### src/rtl/dgd_eqv_pkg.sv
// Shared types and helpers for the truth-table equivalence sweeper.
// Truth tables are kept in string order: vector index p lives at bit TT_W-1-p.
package dgd_eqv_pkg;

   typedef enum logic [1:0] {IDLE, DRIVE, SAMPLE, DONE} eqv_state_t;

   localparam logic [15:0] TT_0XBDF1 = 16'hBDF1;

   function automatic int unsigned tt_bit(input int unsigned p, input int unsigned tt_w = 16);
      return tt_w - 1 - p;
   endfunction

endpackage

### src/rtl/eqv_settle_timer.sv
// Loadable down-counter with a zero flag; paces the settle time of each vector.
module eqv_settle_timer #(
   parameter int unsigned W = 4
) (
   input  logic         clk,
   input  logic         rst,
   input  logic         i_load,
   input  logic [W-1:0] i_load_val,
   input  logic         i_dec,
   output logic         o_zero
);

   logic [W-1:0] r_cnt;

   always_ff @(posedge clk) begin
      if (rst) begin
         r_cnt <= '0;
      end else if (i_load) begin
         r_cnt <= i_load_val;
      end else if (i_dec && (r_cnt != '0)) begin
         r_cnt <= r_cnt - W'(1);
      end
   end

   assign o_zero = (r_cnt == '0);

endmodule

### src/rtl/tt_eqv_sweeper.sv
// Walks every input combination of a combinational netlist, collects its truth table
// and compares it against a reference word.
module tt_eqv_sweeper
   import dgd_eqv_pkg::*;
#(
   parameter int unsigned N_IN   = 4,
   parameter int unsigned SETTLE = 1,
   localparam int unsigned TT_W  = 2 ** N_IN
) (
   input  logic            clk,
   input  logic            rst,
   input  logic            start,
   input  logic [TT_W-1:0] expected,
   output logic [N_IN-1:0] stim,
   input  logic            dut_out,
   output logic            busy,
   output logic            done,
   output logic            pass,
   output logic [TT_W-1:0] observed,
   output logic [TT_W-1:0] mismatch,
   output logic            fail_valid,
   output logic [N_IN-1:0] first_fail_idx
);

   localparam int unsigned SW = 4;

   eqv_state_t      r_state;
   logic [N_IN-1:0] r_p;
   logic [N_IN-1:0] r_stim;
   logic [TT_W-1:0] r_exp;
   logic [TT_W-1:0] r_obs;
   logic [TT_W-1:0] r_mm;
   logic            r_pass;
   logic            r_fv;
   logic [N_IN-1:0] r_ffi;
   logic            r_busy;
   logic            r_done;

   logic [N_IN-1:0] w_bit;
   logic [TT_W-1:0] w_obs_next;
   logic            w_last;
   logic            w_load;
   logic            w_zero;

   always_comb begin
      w_bit             = N_IN'(tt_bit(32'(r_p), TT_W));
      w_obs_next        = r_obs;
      w_obs_next[w_bit] = dut_out;
      w_last            = (r_p == N_IN'(TT_W - 1));
      w_load            = ((r_state == IDLE) && start) || ((r_state == SAMPLE) && !w_last);
   end

   eqv_settle_timer #(
      .W (SW)
   ) u_settle (
      .clk        (clk),
      .rst        (rst),
      .i_load     (w_load),
      .i_load_val (SW'(SETTLE)),
      .i_dec      (r_state == DRIVE),
      .o_zero     (w_zero)
   );

   always_ff @(posedge clk) begin
      if (rst) begin
         r_state <= IDLE;
         r_p     <= '0;
         r_stim  <= '0;
         r_exp   <= '0;
         r_obs   <= '0;
         r_mm    <= '0;
         r_pass  <= 1'b0;
         r_fv    <= 1'b0;
         r_ffi   <= '0;
         r_busy  <= 1'b0;
         r_done  <= 1'b0;
      end else begin
         unique case (r_state)
            IDLE: begin
               if (start) begin
                  r_exp   <= expected;
                  r_obs   <= '0;
                  r_mm    <= '0;
                  r_pass  <= 1'b0;
                  r_fv    <= 1'b0;
                  r_ffi   <= '0;
                  r_p     <= '0;
                  r_stim  <= '0;
                  r_busy  <= 1'b1;
                  r_state <= DRIVE;
               end
            end
            DRIVE: begin
               if (w_zero) begin
                  r_state <= SAMPLE;
               end
            end
            SAMPLE: begin
               r_obs <= w_obs_next;
               if ((dut_out != r_exp[w_bit]) && !r_fv) begin
                  r_fv  <= 1'b1;
                  r_ffi <= r_p;
               end
               // Results must already be valid while done is high.
               if (w_last) begin
                  r_mm    <= w_obs_next ^ r_exp;
                  r_pass  <= (w_obs_next == r_exp);
                  r_stim  <= '0;
                  r_busy  <= 1'b0;
                  r_done  <= 1'b1;
                  r_state <= DONE;
               end else begin
                  r_p     <= r_p + N_IN'(1);
                  r_stim  <= r_p + N_IN'(1);
                  r_state <= DRIVE;
               end
            end
            DONE: begin
               r_done  <= 1'b0;
               r_state <= IDLE;
            end
            default: r_state <= IDLE;
         endcase
      end
   end

   assign stim           = r_stim;
   assign busy           = r_busy;
   assign done           = r_done;
   assign pass           = r_pass;
   assign observed       = r_obs;
   assign mismatch       = r_mm;
   assign fail_valid     = r_fv;
   assign first_fail_idx = r_ffi;

endmodule

### config.mk
export PLATFORM = sky130hd
export DESIGN_NAME = tt_eqv_sweeper
export DESIGN_NICKNAME = d
export VERILOG_FILES = /design/src/rtl/dgd_eqv_pkg.sv /design/src/rtl/eqv_settle_timer.sv /design/src/rtl/tt_eqv_sweeper.sv
export SDC_FILE = /design/constraint.sdc
export NUM_CORES = 1
export LEC_CHECK = 0
export ABC_AREA = 1
export CORE_AREA = 4 4 86 88
export CTS_CLUSTER_SIZE = 25
export DETAILED_ROUTE_END_ITERATION = 16
export DIE_AREA = 0 0 90 92
export PLACE_DENSITY = 0.76
export SLEW_MARGIN = 0
export SYNTH_ARGS = -nofsm -noshare
export SYNTH_HDL_FRONTEND = slang
export SYNTH_SLANG_ARGS = --single-unit
### constraint.sdc
create_clock -name clk -period 3.6 [get_ports clk]
set_clock_uncertainty 0.15 [all_clocks]
set_input_delay 0.72 -clock clk [delete_from_list [all_inputs] [get_ports clk]]
set_output_delay 0.72 -clock clk [all_outputs]
set_load 0.05 [all_outputs]
==> metrics, run 1 <==
Synth async-reset ratio=0; Unique masters post-synth=29; hpwl dp=around 6300 um; maximum clock insertion buffer count=2; TNS Setup=0 ns; CTS sink cnt=70; Final nets=526; worst-path maximum fanout=18; drt drc=0; GRT Util Overall=0.202; RSZ-0062 raised after global routing=false; number of synthesized flops with an enable pin=0; grt ovf=0; routed vias/inst=5.33; area leader, netlist=dfxtp_1; vias in the first global route=2766; Maximum Capacitance Violations=0; clock tree from TritonCTS=built; final-report max-slew violation count=0; H-tree depth=3; synth warn=0; post-DR wirelength/cell=14.5 um; num ports=64; Core Region=6640 um2; Post-synth top cells=nand2_1 (100), dfxtp_1 (70), inv_1 (52); Setup crit end kind=flip-flop; post-cts sizing count=0; DRT iter0 DRCs=between 150 and 200; clk slew on worst S/H paths=approximately 0.070 ns; layout cells sized above 1=0.0537; arrival time of the worst setup path=2.59 ns; CTS Hold Bufs=0; Worst VDD drop=238 uV; Yosys reg bits=70; Synth area leaders=dfxtp_1 (43%), nand2_1 (12%), a21oi_1 (7.1%), inv_1 (6.0%), xor2_1 (4.6%); Antenna Nets Post-Route=0; CTS Buf Count=9; Final GP Congestion=about 0.90; worst hold path type=flip-flop to flip-flop; cell area after synthesis=about 3200 um2; largest net degree at the start of global routing=39; port bufs=63; critical path type=input pin to flip-flop; post-synthesis sequential area ratio=0.432; CP startpoint kind=input pin; hold wc startpoint=mismatch[2]$_SDFFE_PP0P_; Die H=92 um; Finish-stage setup viols=0; CP required=3.72 ns; Fin. Hold Viols=0; Die Area=8280 um2; Mapped Cells=440; DIE WIDTH=around 90 um; min Tclk post-route=2.46 ns; Worst-Margin Slew=0.965 ns; status=finished clean; syn_nets=467; initial antenna violation count=0; Root Buffer=clkbuf_8; most frequent cell after synthesis=nand2_1; fin crit share=0.684; syn avg cell area=7.37 um2; Worst slew margin=0.354; Vias=3109; CP Launch Point=dut_out; Worst R2R Start=r_p[0]$_SDFFE_PP0P_; Row Count=30; worst skew pair latency=0.35 ns; global-route wire length before repair=13400 um; area share of the largest cell type after synthesis=0.432; drt first pass iters=5; Most used DFF post-synth=dfxtp_1; Inserted Diodes=0; Starting Density=0.488; Leakage Power=1.62 nW; pwr dens=403 nW/um2; Post CTS Setup Buffer Count=0; fin util=0.616; area grow syn2layout=26.3%; drt total wl=8480 um; Max Clk Rate=406 MHz
-- cell usage in the layout, fill, tap and decap left out, types with 8 or more instances in the layout --
master	n
a21oi_1	46
clkbuf_8	11
clkdlybuf4s50_1	63
dfxtp_1	70
inv_1	52
nand2_1	100
nand3_1	19
nor2_1	14
o21ai_0	24
o21ai_1	16
o32ai_1	12
or2_1	8
xor2_1	17
-- state kept, by name, indices dropped and copies added (netlist names), 2 cells and up --
register,flops
mismatch,16
observed,16
r_exp,16
first_fail_idx,4
r_p,4
stim,4
u_settle.r_cnt,4
r_state,2
-- per-stage QoR --
| step | std cells | total power [mW] | hold WS (ns) | instance area, um2 | setup slack (ns) |
|---|---|---|---|---|---|
| 2_1_floorplan | 440 | 1.01 | 0.305 | 3240 | 1.75 |
| 3_3_place_gp | 568 | 1.09 | 0.303 | 3930 | 0.842 |
| 3_5_place_dp | 568 | 1.09 | 0.307 | 3930 | 0.858 |
| 4_1_cts | 583 | 1.65 | 0.316 | 4090 | 1.18 |
| 5_1_grt | 583 | 1.72 | 0.336 | 4090 | 1.02 |
| 6_report | 583 | 1.65 | 0.315 | 4090 | 1.14 |
-- report_power, final --
| group | internal [mW] | switching (mW) |
|---|---|---|
| Combinational | 0.0874 | 0.162 |
| Clock | 0.284 | 0.283 |
| Sequential | 0.803 | 0.0296 |
-- final cells by class --
type,count,area [um2]
fillers,615,2550
multi-input cells,294,1550
flip-flops and latches,70,1400
repair buffers,67,661
inverters,57,214
clock buffers,14,163
well taps,80,100
clock inverters,1,5.00
-- path summary, 6_finish.rpt --
check                           cells after the start                  endpoint  slack [ns]
worst max-delay path                                7         pass$_SDFFE_PP0P_        1.14
worst min-delay path                                2  mismatch[2]$_SDFFE_PP0P_        0.31
worst max register to register                     10         pass$_SDFFE_PP0P_        1.15
worst min register to register                      2  mismatch[2]$_SDFFE_PP0P_        0.31
-- logic make-up after synthesis --
kind of cell	Yosys count	synth area share
flops	70	0.432
xor+xnor	17	0.0459
fa+ha+maj	7	0.0270
simple gates	163	0.222
compound gates	107	0.184
buf+inv	76	0.0892
-- routing by layer --
metal	routed length (um)	GRT usage
met1	3960	0.273
met2	3790	0.315
met3	573	0.0476
met4	157	0.0740
met5	0	0
-- critical path: stages --
cell and delay (ns):
clkdlybuf4s50_1 0.91, o21ai_1 0.21, xor2_1 0.33, nand4_1 0.14, nor2_1 0.11, nand3_1 0.07
a21oi_1 0.11
No activity file was read; power rests on OpenSTA's default activity.
==> inputs of run 2 (changes only) <==
clock period = 2.3 ns   (was 3.6 ns; I/O delays follow)
==> run 2 against run 1 <==
  * Worst setup slack lost 0.99 ns
  * Flip-flop and latch count stayed put
  * Sequential power up 55%
  * Die area unchanged
  * Non-clock buffer count is 4 higher
  * Worst hold slack improved by 0.0024 ns
  * Register-to-register slack worse by 0.93 ns
  * Critical path type is now flip-flop to output pin
  * Critical endpoint is now observed[13]
  * Highest routed layer unchanged
==> metrics, run 2 (synthesis results as in run 1) <==
Post-Place Cells=572 (+0.70%); hold depth=2 (unchanged); area grow syn2layout=29.2%; Final nets=530 (+0.76%); worst-path maximum fanout=2 (-16); Die Area=8280 um2 (unchanged); Worst VDD drop=429 uV (+80%); fin crit share=0.937; TNS Setup=0 ns (unchanged); final non-filler cell total=588 (+0.86%); critical path type=flip-flop to output pin; Sw Pwr=783 uW (+65%); FF-to-FF setup slack=0.22 ns (-0.93 ns); status=finished clean; Flop pwr share=0.463 (-0.042); DRT iter0 DRCs=237 (+25%); final-report max-slew violation count=0 (unchanged); FF-to-FF path depth=10 (unchanged); logic gate share of total power=0.148 (-0.003); Row Count=30 (unchanged); CP top delay family=buffers and inverters; H-tree depth=3 (unchanged); hold path endpoint=first_fail_idx[1]$_SDFFE_PP0P_; post-DR wirelength/cell=14.2 um (-2.3%); clk slew on worst S/H paths=0.07 ns (about the same); drt first pass iters=6 (+1); Finish-stage setup viols=0 (unchanged); Core Region=6640 um2 (unchanged); Die H=92 um (unchanged); Worst Hold Slack=0.317 ns (+0.00243 ns); CP cell instances=clkdlybuf4s50_1; global-route wire length before repair=13300 um (-0.57%); DIE WIDTH=90 um (unchanged); Critical R2R Capture=pass$_SDFFE_PP0P_; min Tclk post-route=2.16 ns; hold wc startpoint=first_fail_idx[1]$_SDFFE_PP0P_; Starting Density=0.488 (unchanged); num ports=64 (unchanged); layout cells sized above 1=0.0709 (+0.0172); routed vias/inst=5.31 (-0.44%); CP startpoint kind=flip-flop; Final GP Congestion=0.877 (-2.7%); pwr dens=668 nW/um2 (+66%); worst hold path type=flip-flop to flip-flop; P_int=2.01 mW (+71%); Worst-Margin Slew=0.943 ns (-0.0216 ns); Crit-path slowest cell=clkdlybuf4s50_1; switching share of power=0.280 (-0.00748); worst skew pair latency=0.36 ns (about the same); commonest non-fill, non-tap cell in the layout=nand2_1; Antenna Nets Post-Route=0 (unchanged); clock tree from TritonCTS=built; RSZ-0062 raised after global routing=false; power share of the clock group=0.389 (+0.045); Leakage Power=1.67 nW (+2.8%); Worst slew margin=0.369 (+0.0144); CTS Buf Count=9 (unchanged); Crit path largest cell delay=0.82 ns (-0.09 ns); largest net degree at the start of global routing=39 (unchanged); CP bufs+invs=1 (unchanged); arrival time of the worst setup path=1.55 ns (-1.04 ns); drt total wl=8350 um (-1.4%); vias in the first global route=2799 (+1.2%); Fin. Hold Viols=0 (unchanged); CP required=1.69 ns (-2.03 ns); Setup crit end kind=output pin; CTS Hold Bufs=0 (unchanged); grt ovf=0 (unchanged); GRT Util Overall=0.200 (-0.00252); Vias=3122 (+0.42%); port bufs=63 (unchanged); hpwl dp=6140 um (-2.1%); maximum clock insertion buffer count=2 (unchanged); CTS sink cnt=70 (unchanged); Inserted Diodes=0 (unchanged); drt drc=0 (unchanged); commonest non-fill, non-tap cells in the layout=nand2_1 (100), dfxtp_1 (68), clkdlybuf4s50_1 (63); Root Buffer=clkbuf_8; Post CTS Setup Buffer Count=0 (unchanged); initial antenna violation count=0 (unchanged); Worst R2R Start=r_p[0]$_SDFFE_PP0P_; Max Clk Rate=464 MHz; Maximum Capacitance Violations=0 (unchanged)
-- run 2: changes by cell type in the layout (fill, tap and decap cells not counted) --
cell        change
dfxtp_1         -2
clkinv_4        +1
clkbuf_1        -2
bufinv_16       +2
clkinvlp_4      +1
buf_4           +3
clkbuf_8        -2
dfxtp_2         +2
buf_12          +1
clkinv_2        +1
-- run 2: repair_timing --
action	CTS	global route
endpoints found under the hold margin	0	0
setup endpoints to repair	0	14
gates resized for setup	0	2
-- run 2: metal layers --
layer  share of wire  track usage  up-vias
li1                -            -     1574
met1            0.45        0.254     1410
met2            0.46        0.330      125
met3           0.077       0.0468       13
met4           0.013       0.0740        0
met5               0            0        -
-- run 2: worst max-delay path by stage --
stage | from | endpoint | slack [ns] | depth (start not counted)
final | observed[13]$_SDFFE_PP0P_ | observed[13] | 0.14 | 1
after global routing | r_p[0]$_SDFFE_PP0P_ | mismatch[3]$_SDFFE_PP0P_ | 0.002 | 6
after CTS | r_p[0]$_SDFFE_PP0P_ | pass$_SDFFE_PP0P_ | 0.07 | 10
after detailed placement | start | pass$_SDFFE_PP0P_ | -0.03 | 6
after global placement | start | mismatch[5]$_SDFFE_PP0P_ | 0.07 | 6
after floorplan | r_p[1]$_SDFFE_PP0P_ | pass$_SDFFE_PP0P_ | 0.46 | 12
-- run 2: layout make-up --
class                      instances  area, um2
clock buffer                      10        128
fill                             591       2460
clock inverter                     6       86.3
tap                               80        100
sequential                        70       1400
inverter                          57        214
timing repair buffer              71        703
multi-input combinational        294       1550
-- run 2: tightest hold or removal path, delay by kind of cell (launching register included) --
family,cells,cell delay [ns]
DFF,1,0.31
and+or+nand+nor,1,0.06
AOI/OAI and AO/OA,1,0.05
-- run 2: power by group through the flow --
stage / clock network, mW / registers (mW) / logic, mW
CTS: 1.10 / 1.29 / 0.409
global placement: 0 / 1.32 / 0.398
global route: 1.13 / 1.30 / 0.455
finish: 1.09 / 1.29 / 0.413
floorplan: 0 / 1.32 / 0.264
detailed placement: 0 / 1.32 / 0.405
-- run 2: through the flow --
step / setup WS (ns) / utilization / total power [mW] / cell area [um2]
4_1_cts: 0.0716 / 0.630 / 2.80 / 4180
2_1_floorplan: 0.464 / - / 1.59 / 3240
6_report: 0.145 / 0.630 / 2.80 / 4190
3_5_place_dp: -0.0254 / 0.597 / 1.73 / 3970
3_3_place_gp: 0.0679 / 0.597 / 1.72 / 3970
5_1_grt: 0.00244 / 0.630 / 2.89 / 4190
